--- src/rtl/width_converter_n_to_m_if.sv ---
// Word-in / beat-out stream bundle for the width downsizer.
// The converter takes the slave view; producer/consumer logic takes the master view.
interface width_converter_n_to_m_if #(
    parameter int unsigned InWidth  = 32,
    parameter int unsigned OutWidth = 8,
    parameter int unsigned CntW     = $clog2(InWidth / OutWidth + 1)
);
    logic                sink_valid;
    logic                sink_ready;
    logic [InWidth-1:0]  sink_data;
    logic [CntW-1:0]     sink_nbeats;
    logic                sink_last;
    logic                source_valid;
    logic                source_ready;
    logic [OutWidth-1:0] source_data;
    logic                source_last;
    logic                flush;
    logic                busy;

    modport slave (
        input  sink_valid, sink_data, sink_nbeats, sink_last, source_ready, flush,
        output sink_ready, source_valid, source_data, source_last, busy
    );

    modport master (
        output sink_valid, sink_data, sink_nbeats, sink_last, source_ready, flush,
        input  sink_ready, source_valid, source_data, source_last, busy
    );
endinterface

--- src/rtl/width_converter_n_to_m.sv ---
// Downsizes InWidth-bit words into OutWidth-bit beats, LSB beat first, with
// per-word beat count, packet-end marking, flush and optional zero-bubble refill.
module width_converter_n_to_m #(
    parameter int unsigned InWidth    = 32,
    parameter int unsigned OutWidth   = 8,
    parameter bit          ZeroBubble = 1'b1
) (
    input logic                      clk_i,
    input logic                      rst_ni,
    width_converter_n_to_m_if.slave  bus
);
    localparam int unsigned Ratio = InWidth / OutWidth;
    localparam int unsigned CntW  = $clog2(Ratio + 1);

    localparam logic [CntW-1:0] RatioCnt = CntW'(Ratio);
    localparam logic [CntW-1:0] OneCnt   = CntW'(1);

    if ((OutWidth < 8) || (InWidth < OutWidth) || ((InWidth % OutWidth) != 0)) begin : g_cfg_err
        $error("width_converter_n_to_m: InWidth must be a non-zero multiple of OutWidth >= 8");
    end

    typedef struct packed {
        logic [InWidth-1:0] sreg;
        logic [CntW-1:0]    cnt;
        logic               lreg;
    } state_t;

    state_t          q, d;
    logic            active;
    logic            final_beat;
    logic            sink_hs;
    logic            src_hs;
    logic [CntW-1:0] nbeats_eff;

    assign active     = (q.cnt != '0);
    assign final_beat = (q.cnt == OneCnt);

    assign bus.source_valid = active;
    assign bus.source_data  = q.sreg[OutWidth-1:0];
    assign bus.source_last  = q.lreg & final_beat;
    assign bus.busy         = active;

    // Zero-bubble refill is a combinational source_ready -> sink_ready path.
    assign bus.sink_ready = !bus.flush &&
                            (!active || (ZeroBubble && final_beat && bus.source_ready));

    assign sink_hs = bus.sink_valid & bus.sink_ready;
    assign src_hs  = active & bus.source_ready;

    // Zero and oversized beat counts both mean a full word.
    assign nbeats_eff = ((bus.sink_nbeats == '0) || (bus.sink_nbeats > RatioCnt))
                        ? RatioCnt : bus.sink_nbeats;

    always_comb begin
        d = q;
        if (bus.flush) begin
            d = '0;
        end else if (sink_hs) begin
            d.sreg = bus.sink_data;
            d.cnt  = nbeats_eff;
            d.lreg = bus.sink_last;
        end else if (src_hs) begin
            d.sreg = q.sreg >> OutWidth;
            d.cnt  = q.cnt - OneCnt;
        end
    end

    always_ff @(posedge clk_i or negedge rst_ni) begin
        if (!rst_ni) begin
            q <= '0;
        end else begin
            q <= d;
        end
    end

    // A stalled beat must not move until the consumer takes it.
    a_stall_stable: assert property (
        @(posedge clk_i) disable iff (!rst_ni)
        (active && !bus.source_ready && !bus.flush)
        |=> (bus.source_valid && $stable(bus.source_data) && $stable(bus.source_last))
    );

    a_cnt_bound: assert property (
        @(posedge clk_i) disable iff (!rst_ni) (q.cnt <= RatioCnt)
    );
endmodule

--- src/flat_wrapper.sv ---
// flat-port wrapper written by rule: the top's interface ports become plain ports
module width_converter_n_to_m_flat 
#(
    parameter int unsigned InWidth    = 32,
    parameter int unsigned OutWidth   = 8,
    parameter bit          ZeroBubble = 1'b1
)
  (clk_i, rst_ni, bus_sink_valid, bus_sink_data, bus_sink_nbeats, bus_sink_last, bus_source_ready, bus_flush, bus_sink_ready, bus_source_valid, bus_source_data, bus_source_last, bus_busy);
  width_converter_n_to_m_if #(.InWidth(InWidth), .OutWidth(OutWidth)) bus_i ();
  input logic clk_i;
  input logic rst_ni;
  input wire logic [$bits(bus_i.sink_valid)-1:0] bus_sink_valid;
  input wire logic [$bits(bus_i.sink_data)-1:0] bus_sink_data;
  input wire logic [$bits(bus_i.sink_nbeats)-1:0] bus_sink_nbeats;
  input wire logic [$bits(bus_i.sink_last)-1:0] bus_sink_last;
  input wire logic [$bits(bus_i.source_ready)-1:0] bus_source_ready;
  input wire logic [$bits(bus_i.flush)-1:0] bus_flush;
  output wire logic [$bits(bus_i.sink_ready)-1:0] bus_sink_ready;
  output wire logic [$bits(bus_i.source_valid)-1:0] bus_source_valid;
  output wire logic [$bits(bus_i.source_data)-1:0] bus_source_data;
  output wire logic [$bits(bus_i.source_last)-1:0] bus_source_last;
  output wire logic [$bits(bus_i.busy)-1:0] bus_busy;
  assign bus_i.sink_valid = bus_sink_valid;
  assign bus_i.sink_data = bus_sink_data;
  assign bus_i.sink_nbeats = bus_sink_nbeats;
  assign bus_i.sink_last = bus_sink_last;
  assign bus_i.source_ready = bus_source_ready;
  assign bus_i.flush = bus_flush;
  assign bus_sink_ready = bus_i.sink_ready;
  assign bus_source_valid = bus_i.source_valid;
  assign bus_source_data = bus_i.source_data;
  assign bus_source_last = bus_i.source_last;
  assign bus_busy = bus_i.busy;
  width_converter_n_to_m #(.InWidth(InWidth), .OutWidth(OutWidth), .ZeroBubble(ZeroBubble)) u_core (.clk_i(clk_i), .rst_ni(rst_ni), .bus(bus_i));
endmodule
--- config.mk ---
export PLATFORM = sky130hd
export DESIGN_NAME = width_converter_n_to_m_flat
export DESIGN_NICKNAME = d
export VERILOG_FILES = /design/src/rtl/width_converter_n_to_m_if.sv /design/src/rtl/width_converter_n_to_m.sv /design/src/flat_wrapper.sv
export SDC_FILE = /design/constraint.sdc
export NUM_CORES = 1
export LEC_CHECK = 0
export ABC_CLOCK_PERIOD_IN_PS = 2000
export CORE_MARGIN = 2
export CORE_UTILIZATION = 45
export CTS_CLUSTER_SIZE = 12
export DETAILED_ROUTE_END_ITERATION = 16
export GPL_ROUTABILITY_DRIVEN = 0
export PLACE_DENSITY = 0.84
export SYNTH_ARGS = -nofsm -noshare
export SYNTH_HDL_FRONTEND = slang
export SYNTH_SLANG_ARGS = --single-unit
--- constraint.sdc ---
create_clock -name clk_i -period 2 [get_ports clk_i]
set_input_delay 0.4 -clock clk_i [delete_from_list [all_inputs] [get_ports clk_i]]
set_output_delay 0.4 -clock clk_i [all_outputs]
set_load 0.02 [all_outputs]
; ---- Word-level counts from Yosys, hierarchy flattened
; Index checks and enable logic that the tools add are counted.
[totals]
word_cells = 24
out_inout_bits = 12
ff_bits = 36
[op_classes]
n_eq_ne = 1
add_sub_neg = 1
n_mux = 5
n_reduce_logical = 10
bitwise_logic = 3
magnitude_cmp = 1
[ops]
columns = operator, n
row1 = 2-to-1 mux 35 bit, 2
row2 = 2-to-1 mux 36 bit, 1
row3 = nonzero test 3 bit, 2
row4 = bitwise AND 1 bit, 3
row5 = "== test 3 x 1 -> 1 bit, second input constant", 1
row6 = "greater-than comparator 3 bit, second input constant", 1
row7 = zero test 3 bit, 1
row8 = 2-to-1 mux 3 bit, 1
row9 = "subtractor 3 x 1 -> 3 bit, second input constant", 1
row10 = logical AND 1 bit, 2
row11 = zero test 1 bit, 2
row12 = logical OR 1 bit, 2
row13 = nonzero test 2 bit, 1
row14 = 2-to-1 mux 1 bit, 1

; ---- Longest topological paths before layout
; Gate-level depths: netlist of the first run.
[logic_depth]
depth_word = 7
depth_mapped = 9
ltp_nobuf = 7

; ---- Least setup slack after synthesis of the first run
; No wires, ideal clock.
[synth_path]
kind = reg2reg
start = reg u_core.q[1] (netlist name)
end = reg u_core.q[18] (netlist name)
path_slack_ps = 287
stages_incl_launch_ff = 9
required_ps = 1924
setup_time_ps = 76
arrival_time_ps = 1637
n_path_buf = 1
cell_sequence = dfrtp_1 -> inv_1 -> ha_1 -> ha_1 -> nor2b_1 -> a211oi_2 -> or2_2 -> buf_2 -> o21ai_1
[synth_between]
elab_chain_len = 7
elab_cells_between_ends = 11
cone_classes = eq/ne (1) / mux (2) / bitwise (2) / reduce/logical (6)
[synth_rtl]
columns = item, line
row1 = "start, declared", width_converter_n_to_m.sv:28  ; state_t q, d;
row2 = "start signal, assigned", width_converter_n_to_m.sv:70  ; q <= '0;
row3 = "start signal, assigned", width_converter_n_to_m.sv:72  ; q <= d;
row4 = == test 3 x 1 -> 1 bit or nonzero test 3 bit (tied branches), "width_converter_n_to_m.sv:36, width_converter_n_to_m.sv:35"
row5 = logical AND 1 bit or zero test 1 bit (tied branches), width_converter_n_to_m.sv:45  ; (!active || (ZeroBubble && final_beat && bus.source_ready));
row6 = logical OR 1 bit, width_converter_n_to_m.sv:45
row7 = logical AND 1 bit, width_converter_n_to_m.sv:44  ; assign bus.sink_ready = !bus.flush &&
row8 = bitwise AND 1 bit, width_converter_n_to_m.sv:47  ; assign sink_hs = bus.sink_valid & bus.sink_ready;
row9 = 2-to-1 mux 35 bit, width_converter_n_to_m.sv:58  ; end else if (sink_hs) begin
row10 = 2-to-1 mux 36 bit, width_converter_n_to_m.sv:56  ; if (bus.flush) begin
; Several ways; a longest one is shown, not always the timed one.
; A chain may end at the register's enable or synchronous reset.

; ---- Worst setup path after layout of the first run
[layout_path]
start = reg u_core.q[1] (netlist name)
end = out bus_busy
[layout_between]
elab_chain_len = 1
[layout_rtl]
columns = item, line
row1 = nonzero test 3 bit, width_converter_n_to_m.sv:35  ; assign active = (q.cnt != '0);
row2 = "end, declared", flat_wrapper.sv:22  ; output wire logic [$bits(bus_i.busy)-1:0] bus_busy;
; Every way passes these cells.

==> results of run 1 <==
-- sequential cells by signal, summed over array words and instances (netlist names) --
register,count
u_core.bus.source_data,8
u_core.q,28
-- path summary, 6_finish.rpt --
path                                              to  cells past startpoint    startpoint  slack, ns
setup / recovery                            bus_busy                      5   u_core.q[1]       0.06
hold / removal                           u_core.q[3]                      2        rst_ni       0.15
setup reg to reg                         u_core.q[3]                      8   u_core.q[1]       0.11
hold reg to reg                         u_core.q[26]                      2  u_core.q[26]       0.49
max in group asynchronous  u_core.bus.source_data[0]                      2        rst_ni       1.53
min in group clk_i                      u_core.q[26]                      2  u_core.q[26]       0.49
-- through the flow --
stage / power, µW / worst slack [ns] / setup TNS, ns
finish: 2457 / 0.05642 / 0
global route: 2607 / -0.02696 / -0.06145
CTS: 2451 / 0.01058 / 0
detailed placement: 2000 / -0.2156 / -1.193
global placement: 1960 / -0.1584 / -0.2098
floorplan: 1618 / 0.2872 / 0
-- worst register-to-register path, delay by kind of cell, from the launching register on --
family	cells	cell delay (ns)
AOI/OAI and AO/OA	2	0.54
adders and majority gates	2	0.41
buffers and inverters	3	0.39
DFF	1	0.38
and+or+nand+nor	1	0.05
-- cells by family after synthesis --
group | after synthesis | share of synthesized area, %
simple gates | 40 | 10.39
compound gates | 38 | 13.82
flops | 36 | 50.53
buf+inv | 25 | 8.982
mux | 24 | 13.47
fa+ha+maj | 4 | 2.807
-- where the power goes --
group | total [µW] | leakage, µW | internal [µW] | switching, µW
sequential | 956 | 0.000492 | 873 | 83.3
clock | 469 | 0.0000410 | 236 | 233
combinational | 1030 | 0.000682 | 513 | 519
-- final cells by class --
class | count | area (µm²) | area share (%)
Clock inverter | 1 | 5.005 | 0.2044
Timing Repair Buffer | 67 | 648.1 | 26.47
Multi-Input combinational cell | 106 | 739.5 | 30.20
Inverter | 6 | 22.52 | 0.9198
Clock buffer | 6 | 72.57 | 2.964
Tap cell | 48 | 60.06 | 2.453
Sequential cell | 36 | 900.9 | 36.79
-- layer usage --
layer / vias to the layer above / wire, µm
li1: 687 / -
met1: 621 / 1645
met2: 40 / 1761
met3: 7 / 178
met4: 0 / 70
met5: - / 0
-- synthesized netlist by cell type --
cell	count
nand2_1	24
or2_2	2
buf_4	10
and3b_1	1
dfrtp_1	36
nor3b_1	2
mux2i_1	24
a22o_1	8
ha_1	4
o21ai_1	25
nor2_1	3
clkbuf_1	1
o21ai_2	1
and3_1	1
a221o_1	3
nor2b_1	3
inv_1	6
nand3b_1	1
nor3_1	3
buf_6	3
buf_2	5
a211oi_2	1
-- cell usage in the layout, fill, tap and decap left out, drive strengths merged --
cell type and instances:
a22o 8, nor2 3, and3 1, nand2 24, nor3 3, clkbuf 6, o21ai 26, and3b 1
a221o 3, nor2b 3, mux2i 24, a211oi 1, clkinv 1, clkdlybuf4s50 47, buf 17, ha 4
nor3b 2, nand3b 1, inv 6, or2 2, dlygate4sd2 3, dfrtp 36
-- timing repair --
| action | 4_1_cts | 5_1_grt |
|---|---|---|
| endpoints found under the setup margin | 12 | 27 |
| hold endpoints to repair | 0 | 0 |
| resized for setup | 9 | 0 |
| pin swaps | 1 | 1 |
| buffers inserted | 0 | 3 |
==> impl_metrics.py, run 1 <==
metrics = {
    "outcome": {
        "status": "complete, no violations",
    },
    "global_route": {
        "overflow": 0,
        "grt_pass1_wl_um": 5878,
        "use_met2_pct": 28.50,
        "track_usage_pct": 18.09,
        "antenna_found_initial": 0,
        "grt_pass1_vias": 1264,
        "grt_max_degree": 37,
        "grt-busiest-layer": "met2",
        "met3_usage_pct": 4.223,
        "gr-usage-met1_pct": 23.78,
    },
    "logic_synthesis": {
        "syn_inst": 167,
        "yosysTopAreaCell": "dfrtp_1",
        "synth_top_cell_area_share_pct": 50.53,
        "ys_warn_count": 0,
        "syn-cell-area_um2": 1783,
        "synthTopCellsByArea": "dfrtp_1 51%, mux2i_1 13%, o21ai_1 7.0%, nand2_1 5.1%, buf_4 4.2%",
        "syn-num-nets": 212,
        "synth_cell_type_count": 22,
        "syn_area_per_cell_um2": 10.68,
        "seq_area_frac_synth_pct": 50.53,
        "synth-seq-cells": 36,
    },
    "routing": {
        "ant_nets": 0,
        "drtIter0Drc": 126,
        "routedWlPerCell_um": 13.54,
        "vias": 1355,
        "first_pass_iters": 4,
        "vias_per_cell": 5.019,
        "route.detailed.drc": 0,
        "wl_um": 3655,
    },
    "floorplanning": {
        "io-pin-count": 53,
        "die_h_um": 66.95,
        "die_area_um2": 4482,
        "die_w_um": 66.95,
        "core_um2": 3744,
        "rows": 22,
        "initial_core_util_pct": 47.63,
    },
    "clocking": {
        "cts-htree-levels": 2,
        "clock-sinks": 36,
        "clockRootBuffer": "clkbuf_8",
        "clk_pin_slew_worst_paths_ns": 0.06,
        "clk_path_buf_depth": 2,
        "cts_buffers": 5,
        "insertion_delay_ns": 0.28,
        "ctsHoldBuffers": 0,
        "cts_tree": "built",
    },
    "worst_setup_path": {
        "cp_max_fo": 4,
        "path_cells": "inv_1 > ha_1 > ha_1 > inv_1 > dlygate4sd2_1",
        "slowest_stage": "dfrtp_1",
        "arrival_ns": 1.54,
        "crit_family": "buffers and inverters",
        "worstSetupPathType": "flop to output port",
        "cp-end-kind": "output port",
        "required_ns": 1.60,
        "cp_slowest_stage_delay_ns": 0.38,
        "cp-start-kind": "flop",
        "crit_buf_inv": 3,
    },
    "power_and_ir_drop": {
        "ir_drop_v": 0.0004826,
        "p_leak_uw": 0.001215,
        "power_density_nw_per_um2": 1003,
    },
    "finish": {
        "nFillCells": 340,
        "stdcell_count": 270,
        "n_antenna_cell": 0,
        "final_nets": 267,
        "layout-drive-gt1-share_pct": 12.16,
        "syn_to_final_growth_pct": 37.33,
        "fin_util_pct": 65.41,
        "design_area_um2": 2449,
    },
    "placed_design": {
        "placed_area_um2": 2351,
        "portBuffers": 52,
        "dp_cells": 260,
        "hpwlAfterDp_um": 2580,
    },
    "timing": {
        "timing.hold.ws_ns": 0.1504,
        "finalCritPeriodShare_pct": 97.18,
        "fin_crit_ns": 1.944,
        "finalHoldViolCount": 0,
        "setup_viol_count_final": 0,
        "fmax_mhz": 514.5,
        "maxSlewHeadroom_pct": 69.74,
        "skew_ns": 0.002123,
        "slew_viol_final": 0,
        "grt_setup_unrepaired": "yes",
        "tightest_slew_ns": 0.4539,
    },
    "flow_run": {
        "maxCapViolCount": 0,
    },
    "worst_hold_path": {
        "min_path_type": "primary input to async pin",
    },
}
No activity file was read; power rests on OpenSTA's default activity.
==> run 2, diff against run 1 <==
Settings changed: CORE_MARGIN 2 to default, TNS_END_PERCENT from default to 1.
==> run 2 against run 1 <==
  * Critical path depth grew 1
  * Register-to-register slack worse by 0.06 ns
  * First-iteration DRC count fell by 36%
  * Design area grew 1.2%
  * Sequential share of layout area shrank 0.45 points
  * Highest routed layer unchanged
==> impl_metrics.py, run 2 (synthesis gave the netlist of run 1 again) <==
metrics = {
    "outcome": {
        "status": "complete, no violations",
    },
    "timing": {
        "slew_viol_final": 0,
        "finalHoldViolCount": 0,
        "tightest_slew_ns": 0.7888,
        "fin_crit_ns": 1.990,
        "fmax_mhz": 502.6,
        "fin_setup_tns_ns": 0,
        "setup_viol_count_final": 0,
        "skew_ns": 0.002334,
        "finalCritPeriodShare_pct": 99.49,
        "grt_setup_unrepaired": "yes",
        "maxSlewHeadroom_pct": 47.41,
    },
    "clocking": {
        "ctsHoldBuffers": 0,
        "cts_buffers": 5,
        "cts-htree-levels": 2,
        "clockRootBuffer": "clkbuf_8",
        "clk_path_buf_depth": 2,
        "cts_tree": "built",
        "clock-sinks": 36,
        "clk_pin_slew_worst_paths_ns": 0.06,
        "insertion_delay_ns": 0.28,
    },
    "worst_setup_path": {
        "cp_slowest_stage_delay_ns": 0.41,
        "rrSetupSlack_ns": 0.05,
        "cp_max_fo": 4,
        "path_cells": "inv_1 > ha_1 > ha_2 > nor2_1 > nor2_1 > clkdlybuf4s15_2",
        "r2r_end": "u_core.q[3]",
        "cp-end-kind": "output port",
        "worstSetupPathType": "flop to output port",
        "r2r_start": "u_core.q[1]",
        "cp-start-kind": "flop",
        "required_ns": 1.60,
        "arrival_ns": 1.59,
        "slowest_stage": "dfrtp_1",
        "startpoint": "u_core.q[1]",
        "rr_worst_depth": 8,
        "crit_top_cell": "nor2_1",
    },
    "power_and_ir_drop": {
        "power_density_nw_per_um2": 997.6,
        "p_leak_uw": 0.001220,
        "ir_drop_v": 0.0005873,
    },
    "routing": {
        "vias": 1343,
        "vias_per_cell": 4.974,
        "route.detailed.drc": 0,
        "first_pass_iters": 4,
        "ant_nets": 0,
        "drtIter0Drc": 81,
        "routedWlPerCell_um": 13.63,
        "wl_um": 3680,
    },
    "finish": {
        "largest_reg_flops": 28,
        "layout-drive-gt1-share_pct": 13.06,
        "layout_common_cells": "47 x clkdlybuf4s50_1, 36 x dfrtp_1, 25 x o21ai_1",
        "top_register": "u_core.q",
        "syn_to_final_growth_pct": 39.02,
        "final_nets": 269,
        "n_antenna_cell": 0,
        "design_area_um2": 2479,
        "stdcell_count": 270,
        "final_common_cell": "clkdlybuf4s50_1",
    },
    "placed_design": {
        "portBuffers": 52,
        "hpwlAfterDp_um": 2586,
        "placed_area_um2": 2371,
        "dp_cells": 261,
    },
    "global_route": {
        "grt_max_degree": 37,
        "grt_pass1_wl_um": 6092,
        "gr-usage-met1_pct": 24.63,
        "grt_pass1_vias": 1363,
        "track_usage_pct": 19.53,
        "use_met2_pct": 31.77,
        "overflow": 0,
        "grt-busiest-layer": "met2",
        "met3_usage_pct": 4.049,
        "antenna_found_initial": 0,
    },
    "floorplanning": {
        "die_w_um": 64.95,
        "core_um2": 3744,
        "initial_core_util_pct": 47.63,
        "die_h_um": 64.95,
        "io-pin-count": 53,
        "rows": 22,
        "die_area_um2": 4218,
    },
    "flow_run": {
        "maxCapViolCount": 0,
    },
    "worst_hold_path": {
        "min_path_type": "primary input to async pin",
    },
}
[run 2: cell types whose count changed in the layout (fill, tap and decap cells not counted)]
cell,change
buf_12,+1
buf_2,-1
clkdlybuf4s15_1,+2
clkbuf_1,-1
clkinv_2,-1
ha_2,+1
buf_4,+1
clkdlybuf4s15_2,+1
ha_1,-1
dlygate4sd2_1,-2
[run 2: cell type report]
cell class	instances	area, µm²
Fill cell	326	1265
Sequential cell	36	900.9
Multi-Input combinational cell	106	742.0
Timing Repair Buffer	69	684.4
Clock buffer	5	68.82
Tap cell	48	60.06
Inverter	6	22.52
[run 2: worst max path at each step]
stage | cells after the start | to
CTS | 6 | bus_sink_ready
floorplan | 8 | u_core.q[18]
finish | 6 | bus_sink_ready
detailed placement | 5 | bus_sink_ready
global placement | 5 | bus_sink_ready
global route | 6 | bus_sink_ready
[run 2: worst max-delay path: cells and delay by family (launching register included)]
family	cells	cell delay, ns
DFF	1	0.41
adders and majority gates	2	0.38
buffers and inverters	2	0.32
and+or+nand+nor	2	0.20
[run 2: per-stage QoR]
step,setup WS (ns),utilization (%),hold WS [ns],power (µW)
final,0.01022,66.21,0.1987,2473
after global routing,-0.09394,66.21,0.2723,2643
after CTS,0.001954,65.24,0.2228,2450
after detailed placement,-0.1916,63.34,0.4766,2017
after global placement,-0.1570,63.34,0.4655,1980
after floorplan,0.2872,-,0.1044,1618
[run 2: power by group]
| group | total (µW) | internal [µW] | switching (µW) |
|---|---|---|---|
| sequential | 963 | 873 | 89.5 |
| combinational | 1060 | 544 | 519 |
| clock | 447 | 224 | 223 |
| total | 2470 | 1640 | 831 |
[run 2: timing repair]
item,in CTS,in global routing
setup buffers,0,4
hold endpoints to repair,0,0
setup endpoints to repair,28,30
gates resized for setup,8,3
pin swaps,1,1
cloned,0,0
[run 2: per-layer routing]
layer | part of all wire (%) | routed length (µm)
met5 | 0 | 0
met4 | 1.7 | 63
met3 | 3.8 | 139
met2 | 48 | 1777
met1 | 46 | 1700
